==> src/rtl/mem_port_arbiter.sv <==
// Purpose : shares one single-port memory between the fetch stage and the memory stage.
// Latency : grant in IDLE, Rdy pulse MEM_LATENCY+1 cycles after the grant; request-to-request period MEM_LATENCY+2.
// Backpr. : requests are held levels; a requester sees its Stall*_mem high until its one-cycle Rdy pulse.
//
// Ports
//   CLK, RST          clock (rising edge) and asynchronous active-low reset
//   InstrReqF, PCF    fetch read request (level) and fetch address
//   DataReqM, MemWriteM, ALUOutM, WriteDataM
//                     memory-stage access request (level), write flag, address, store data
//   MemReq, MemWe, MemAddr, MemWData, MemRData
//                     shared memory port: one-cycle strobe on grant, read data valid
//                     MEM_LATENCY cycles after the strobe cycle
//   InstrRdyF/InstrF, DataRdyM/ReadDataM
//                     one-cycle completion pulses with registered response data
//   StallF_mem, StallM_mem
//                     per-stage stall requests (request pending and not completing)
module mem_port_arbiter #(
    parameter int ADDR_WIDTH  = 32,
    parameter int DATA_WIDTH  = 32,
    parameter int MEM_LATENCY = 2
) (
    input  logic                  CLK,
    input  logic                  RST,
    input  logic                  InstrReqF,
    input  logic [ADDR_WIDTH-1:0] PCF,
    input  logic                  DataReqM,
    input  logic                  MemWriteM,
    input  logic [ADDR_WIDTH-1:0] ALUOutM,
    input  logic [DATA_WIDTH-1:0] WriteDataM,
    input  logic [DATA_WIDTH-1:0] MemRData,
    output logic                  MemReq,
    output logic                  MemWe,
    output logic [ADDR_WIDTH-1:0] MemAddr,
    output logic [DATA_WIDTH-1:0] MemWData,
    output logic                  InstrRdyF,
    output logic                  DataRdyM,
    output logic [DATA_WIDTH-1:0] InstrF,
    output logic [DATA_WIDTH-1:0] ReadDataM,
    output logic                  StallF_mem,
    output logic                  StallM_mem
);

    typedef enum logic [1:0] {
        IDLE = 2'd0,
        BUSY = 2'd1,
        RESP = 2'd2
    } state_t;

    // One spare bit so the counter can step past the largest legal latency (7)
    // on the capture cycle without wrapping.
    localparam int                CNT_W   = 4;
    localparam logic [CNT_W-1:0]  LAT_CNT = CNT_W'(MEM_LATENCY);
    localparam logic [CNT_W-1:0]  CNT_ONE = CNT_W'(1);

    state_t             state;
    state_t             state_nxt;
    logic [CNT_W-1:0]   lat_cnt;
    logic [CNT_W-1:0]   lat_cnt_nxt;
    logic               owner_data;      // 1: memory stage owns the transaction, 0: fetch
    logic               owner_data_nxt;
    logic               owner_we;        // owned transaction is a store
    logic               owner_we_nxt;
    logic               last_data;       // 1: last grant went to the memory stage
    logic               last_data_nxt;
    logic [DATA_WIDTH-1:0] instr_q;
    logic [DATA_WIDTH-1:0] rdata_q;

    logic               any_req;
    logic               grant_data;
    logic               grant_vld;
    logic               capture;

    // Round robin between two requesters: the memory stage wins alone, or on a
    // tie when the previous grant went to fetch.
    assign any_req    = InstrReqF | DataReqM;
    assign grant_data = DataReqM & (~InstrReqF | ~last_data);

    // RST is folded in so no strobe escapes while reset is held with a
    // request pending (state already sits in IDLE then).
    assign grant_vld  = (state == IDLE) & any_req & RST;

    // Read data is sampled in the BUSY cycle where the counter reaches the
    // memory latency; counting starts at 1 on the cycle after the strobe.
    assign capture    = (state == BUSY) && (lat_cnt == LAT_CNT);

    // ------------------------------------------------------------------
    // State register and transaction bookkeeping
    // ------------------------------------------------------------------
    always_ff @(posedge CLK or negedge RST) begin
        if (!RST) begin
            state      <= IDLE;
            lat_cnt    <= '0;
            owner_data <= 1'b0;
            owner_we   <= 1'b0;
            last_data  <= 1'b0;
        end else begin
            state      <= state_nxt;
            lat_cnt    <= lat_cnt_nxt;
            owner_data <= owner_data_nxt;
            owner_we   <= owner_we_nxt;
            last_data  <= last_data_nxt;
        end
    end

    // ------------------------------------------------------------------
    // Response data registers: each holds until the next read for its owner.
    // Stores never touch ReadDataM.
    // ------------------------------------------------------------------
    always_ff @(posedge CLK or negedge RST) begin
        if (!RST) begin
            instr_q <= '0;
            rdata_q <= '0;
        end else if (capture) begin
            if (!owner_data) begin
                instr_q <= MemRData;
            end else if (!owner_we) begin
                rdata_q <= MemRData;
            end
        end
    end

    // ------------------------------------------------------------------
    // Next state and memory-port / completion outputs
    // ------------------------------------------------------------------
    always_comb begin
        state_nxt      = state;
        lat_cnt_nxt    = lat_cnt;
        owner_data_nxt = owner_data;
        owner_we_nxt   = owner_we;
        last_data_nxt  = last_data;
        MemReq         = 1'b0;
        MemWe          = 1'b0;
        // Address and write data follow the arbitration winner at all times;
        // they only matter while MemReq is high.
        MemAddr        = grant_data ? ALUOutM : PCF;
        MemWData       = WriteDataM;
        InstrRdyF      = 1'b0;
        DataRdyM       = 1'b0;

        case (state)
            IDLE: begin
                if (grant_vld) begin
                    MemReq         = 1'b1;
                    MemWe          = grant_data & MemWriteM;
                    owner_data_nxt = grant_data;
                    owner_we_nxt   = grant_data & MemWriteM;
                    last_data_nxt  = grant_data;
                    lat_cnt_nxt    = CNT_ONE;
                    state_nxt      = BUSY;
                end
            end

            BUSY: begin
                lat_cnt_nxt = lat_cnt + CNT_ONE;
                if (capture) begin
                    state_nxt = RESP;
                end
            end

            RESP: begin
                // The pulse goes out even if the requester has since dropped
                // its request; the pipeline simply ignores it.
                InstrRdyF   = ~owner_data;
                DataRdyM    = owner_data;
                lat_cnt_nxt = '0;
                state_nxt   = IDLE;
            end

            default: begin
                state_nxt = IDLE;
            end
        endcase
    end

    assign InstrF     = instr_q;
    assign ReadDataM  = rdata_q;

    assign StallF_mem = InstrReqF & ~InstrRdyF;
    assign StallM_mem = DataReqM & ~DataRdyM;

endmodule

==> config.mk <==
export PLATFORM = sky130hd
export DESIGN_NAME = mem_port_arbiter
export DESIGN_NICKNAME = d
export VERILOG_FILES = /design/src/rtl/mem_port_arbiter.sv
export SDC_FILE = /design/constraint.sdc
export NUM_CORES = 1
export LEC_CHECK = 0
export ABC_AREA = 1
export BUFFER_PORTS_ARGS = -buffer_cell sky130_fd_sc_hd__buf_2
export CAP_MARGIN = 5
export CORE_MARGIN = 4
export CORE_UTILIZATION = 30
export DETAILED_ROUTE_END_ITERATION = 8
export PLACE_DENSITY_LB_ADDON = 0.3
export REMOVE_ABC_BUFFERS = 1
export SLEW_MARGIN = 20
export SYNTH_ARGS = -nofsm -noshare
export SYNTH_HDL_FRONTEND = slang
export SYNTH_SLANG_ARGS = --single-unit
==> constraint.sdc <==
create_clock -name CLK -period 1.78 [get_ports CLK]
set_input_delay 0 -clock CLK [delete_from_list [all_inputs] [get_ports CLK]]
set_output_delay 0 -clock CLK [all_outputs]
set_load 0.02 [all_outputs]
==> impl_metrics.toml <==
[status]
outcome = "complete, no violations"

[floorplanning]
io_pins = 267
rows = 40
dieArea_um2 = 14600
dieWidth_um = 121
core_um2 = 12200
die_h_um = 121
start_util_pct = 31.2

[critical_path]
cp-start-kind = "flip-flop"
slowest_stage = "dfrtp_1"
crit_required_ns = 1.78
worstSetupStartpoint = "last_data$_DFFE_PN0P_"
crit_path_max_incr_delay_ns = 0.44
path_cells = "a21oi_2 > buf_12 > nand2_1 > nand2_1 > buf_2"
critical-path-top-delay-family = "flip-flops"
arrival_ns = 1.65
critPathMostFrequentCell = "nand2_1"
worst-path-buf-inv = 2
path_class = "reg2out"
endpoint_kind = "output port"
r2r_start = "lat_cnt[0]$_DFFE_PN0P_"
worstPathMaxFanout = 32

[synthesis]
seq_area_frac_synth_pct = 47.3
synth_area_um2 = 3810
yosysUniqueCellTypes = 20
synthTopCellsByCount = "nand2_1, dfrtp_1, o21ai_2, inv_1, buf_4"
synth_warnings = 0
synth-main-ff-cell = "dfrtp_1"
synth.top_cell.area_share_pct = 47.3
synth-edff-count = 0
synth_seq_cells = 72
synth.most_common_cell = "nand2_1"
async_flop_share_pct = 100
synth_area_per_cell_um2 = 8.52
synthCells = 447
synth_top_area_cell = "dfrtp_1"
synthTopCellsByArea = "dfrtp_1, nand2_1, o21ai_2, buf_4, inv_1"

[placed_design]
dp_cells = 773
portBuffers = 202
gp_congestion = 0.856
hpwl_um = 8640
pre_cts_slack_ns = 0.270
placed_area_um2 = 4720

[sta]
setup_tns_ns = 0
rsz0062_at_grt = "false"
holdWs_ns = 0.0000262
fin_crit_ns = 1.65
setup_violations = 0
slew_headroom_pct = 39.2
drv_slew = 0
hold_violations = 0
tightest_slew_ns = 0.913
fin_ws_ns = 0.128
fmax_ghz = 0.605
fin_skew_ns = 0.00899
finalCritPeriodShare_pct = 92.8

[hold_path]
hold_class = "in2out"
worstHoldStart = "WriteDataM[10]"

[cts]
cts.sinks = 72
insertion_delay_ns = 0.33
clk_path_buf_depth = 2
cts_max_level = 3
cts_tree = "yes"
root_buffer = "clkbuf_16"
numCtsBuffers = 9
clk_pin_slew_ns = 0.06

[drt]
avgRoutedWirePerCell_um = 13.7
drt_first_pass_iters = 4
drc = 0
drt_wl_total_um = 11300
vias = 3496
viasPerCell = 4.25
antenna_left = 0
drt_iter0_markers = 214

[grt]
grt_antenna_before_repair = 0
first_global_vias = 3424
grt_pass1_wl_um = 17000
grt_usage_pct = 14.8
grt-ovfl-total = 0
grt_max_degree = 73

[cells_and_area]
nNetsFinal = 789
final_util_pct = 43.8
syn_to_final_growth_pct = 40.5
finish.cell_count_without_fillers = 823
multi_input_area_um2 = 1420
final.fill_count = 1263
drive_gt1_share_pct = 43.1
antennaDiodeCount = 0
regArea_um2 = 1800
fin_area_um2 = 5350

[power]
peakVddDrop_mv = 0.500
power_density_nw_per_um2 = 1480
finalPower_mw = 7.92
p_leak_nw = 3.00

[flow_run]
maxCapViolCount = 0
cell type report:
cell class,instances,area share (%)
clock buffer,9,4.21
clock inverter,7,1.15
inverter,48,3.41
multi-input combinational,276,26.4
sequential,72,33.7
tap,168,3.93
timing repair buffer,243,27.2
registers in the layout, summed over array words and instances, names as in the netlist:
signal / flops
InstrF: 32
ReadDataM: 32
lat_cnt: 4
state: 2
last_data: 1
owner_we: 1
timing repair:
action | 4_1_cts | 5_1_grt
setup buffers | 0 | 0
gates resized for setup | 0 | 2
hold buffers | 34 | 0
endpoints found under the hold margin | 137 | 0
setup endpoints to repair | 0 | 4
kinds of logic after synthesis:
| logic type | count (synthesis) | share of synthesized area, % |
|---|---|---|
| fa+ha+maj | 6 | 1.97 |
| simple gates | 199 | 20.8 |
| xor+xnor | 1 | 0.230 |
| flops | 72 | 47.3 |
| compound gates | 70 | 14.1 |
| buf+inv | 99 | 15.6 |
final timing paths:
path	end	slack (ns)	cells after the start
setup / recovery	MemAddr[7]	0.13	5
hold / removal	MemWData[10]	0.00003	0
setup reg to reg	InstrF[29]$_DFFE_PN0P_	0.25	8
hold reg to reg	ReadDataM[22]$_DFFE_PN0P_	0.47	2
max in group asynchronous	InstrF[6]$_DFFE_PN0P_	0.69	3
min in group asynchronous	last_data$_DFFE_PN0P_	0.47	3
where the power goes:
group	switching, mW	leakage, nW	internal [mW]
Sequential	0.392	0.753	2.31
Clock	0.748	0.135	0.970
Combinational	2.23	2.11	1.27
Total	3.37	3.00	4.55
layout by cell type (no fill, tap or decap):
cell           synthesis  layout
clkinvlp_4             0       2
nor2_1                 6       6
dlygate4sd3_1          0      34
o21ai_2               49      49
nand2_1              184     184
clkinv_4               0       1
nor2_4                 1       1
inv_1                 45      45
a21oi_2                1       1
dfrtp_1               72      72
a21oi_1                1       1
o21ai_0                4       4
ha_1                   6       6
buf_12                 0       4
inv_4                  0       1
inv_6                  0       3
buf_4                 33       4
clkbuf_16              0       9
or2_2                  1       1
xor2_1                 1       1
nand3_4                2       2
buf_2                  6     201
nand4_1                2       2
inv_2                  3       2
o21ai_1               15      15
nand3_1                3       3
inv_8                  0       1
layer usage:
metal / GRT usage [%] / routed length [µm] / vias to the layer above
li1: - / - / 1748
met1: 16.8 / 4440 / 1553
met2: 24.7 / 5510 / 182
met3: 7.11 / 1180 / 11
met4: 3.68 / 115 / 2
met5: 3.31 / 63 / -
(Power assumes the default switching activity.)
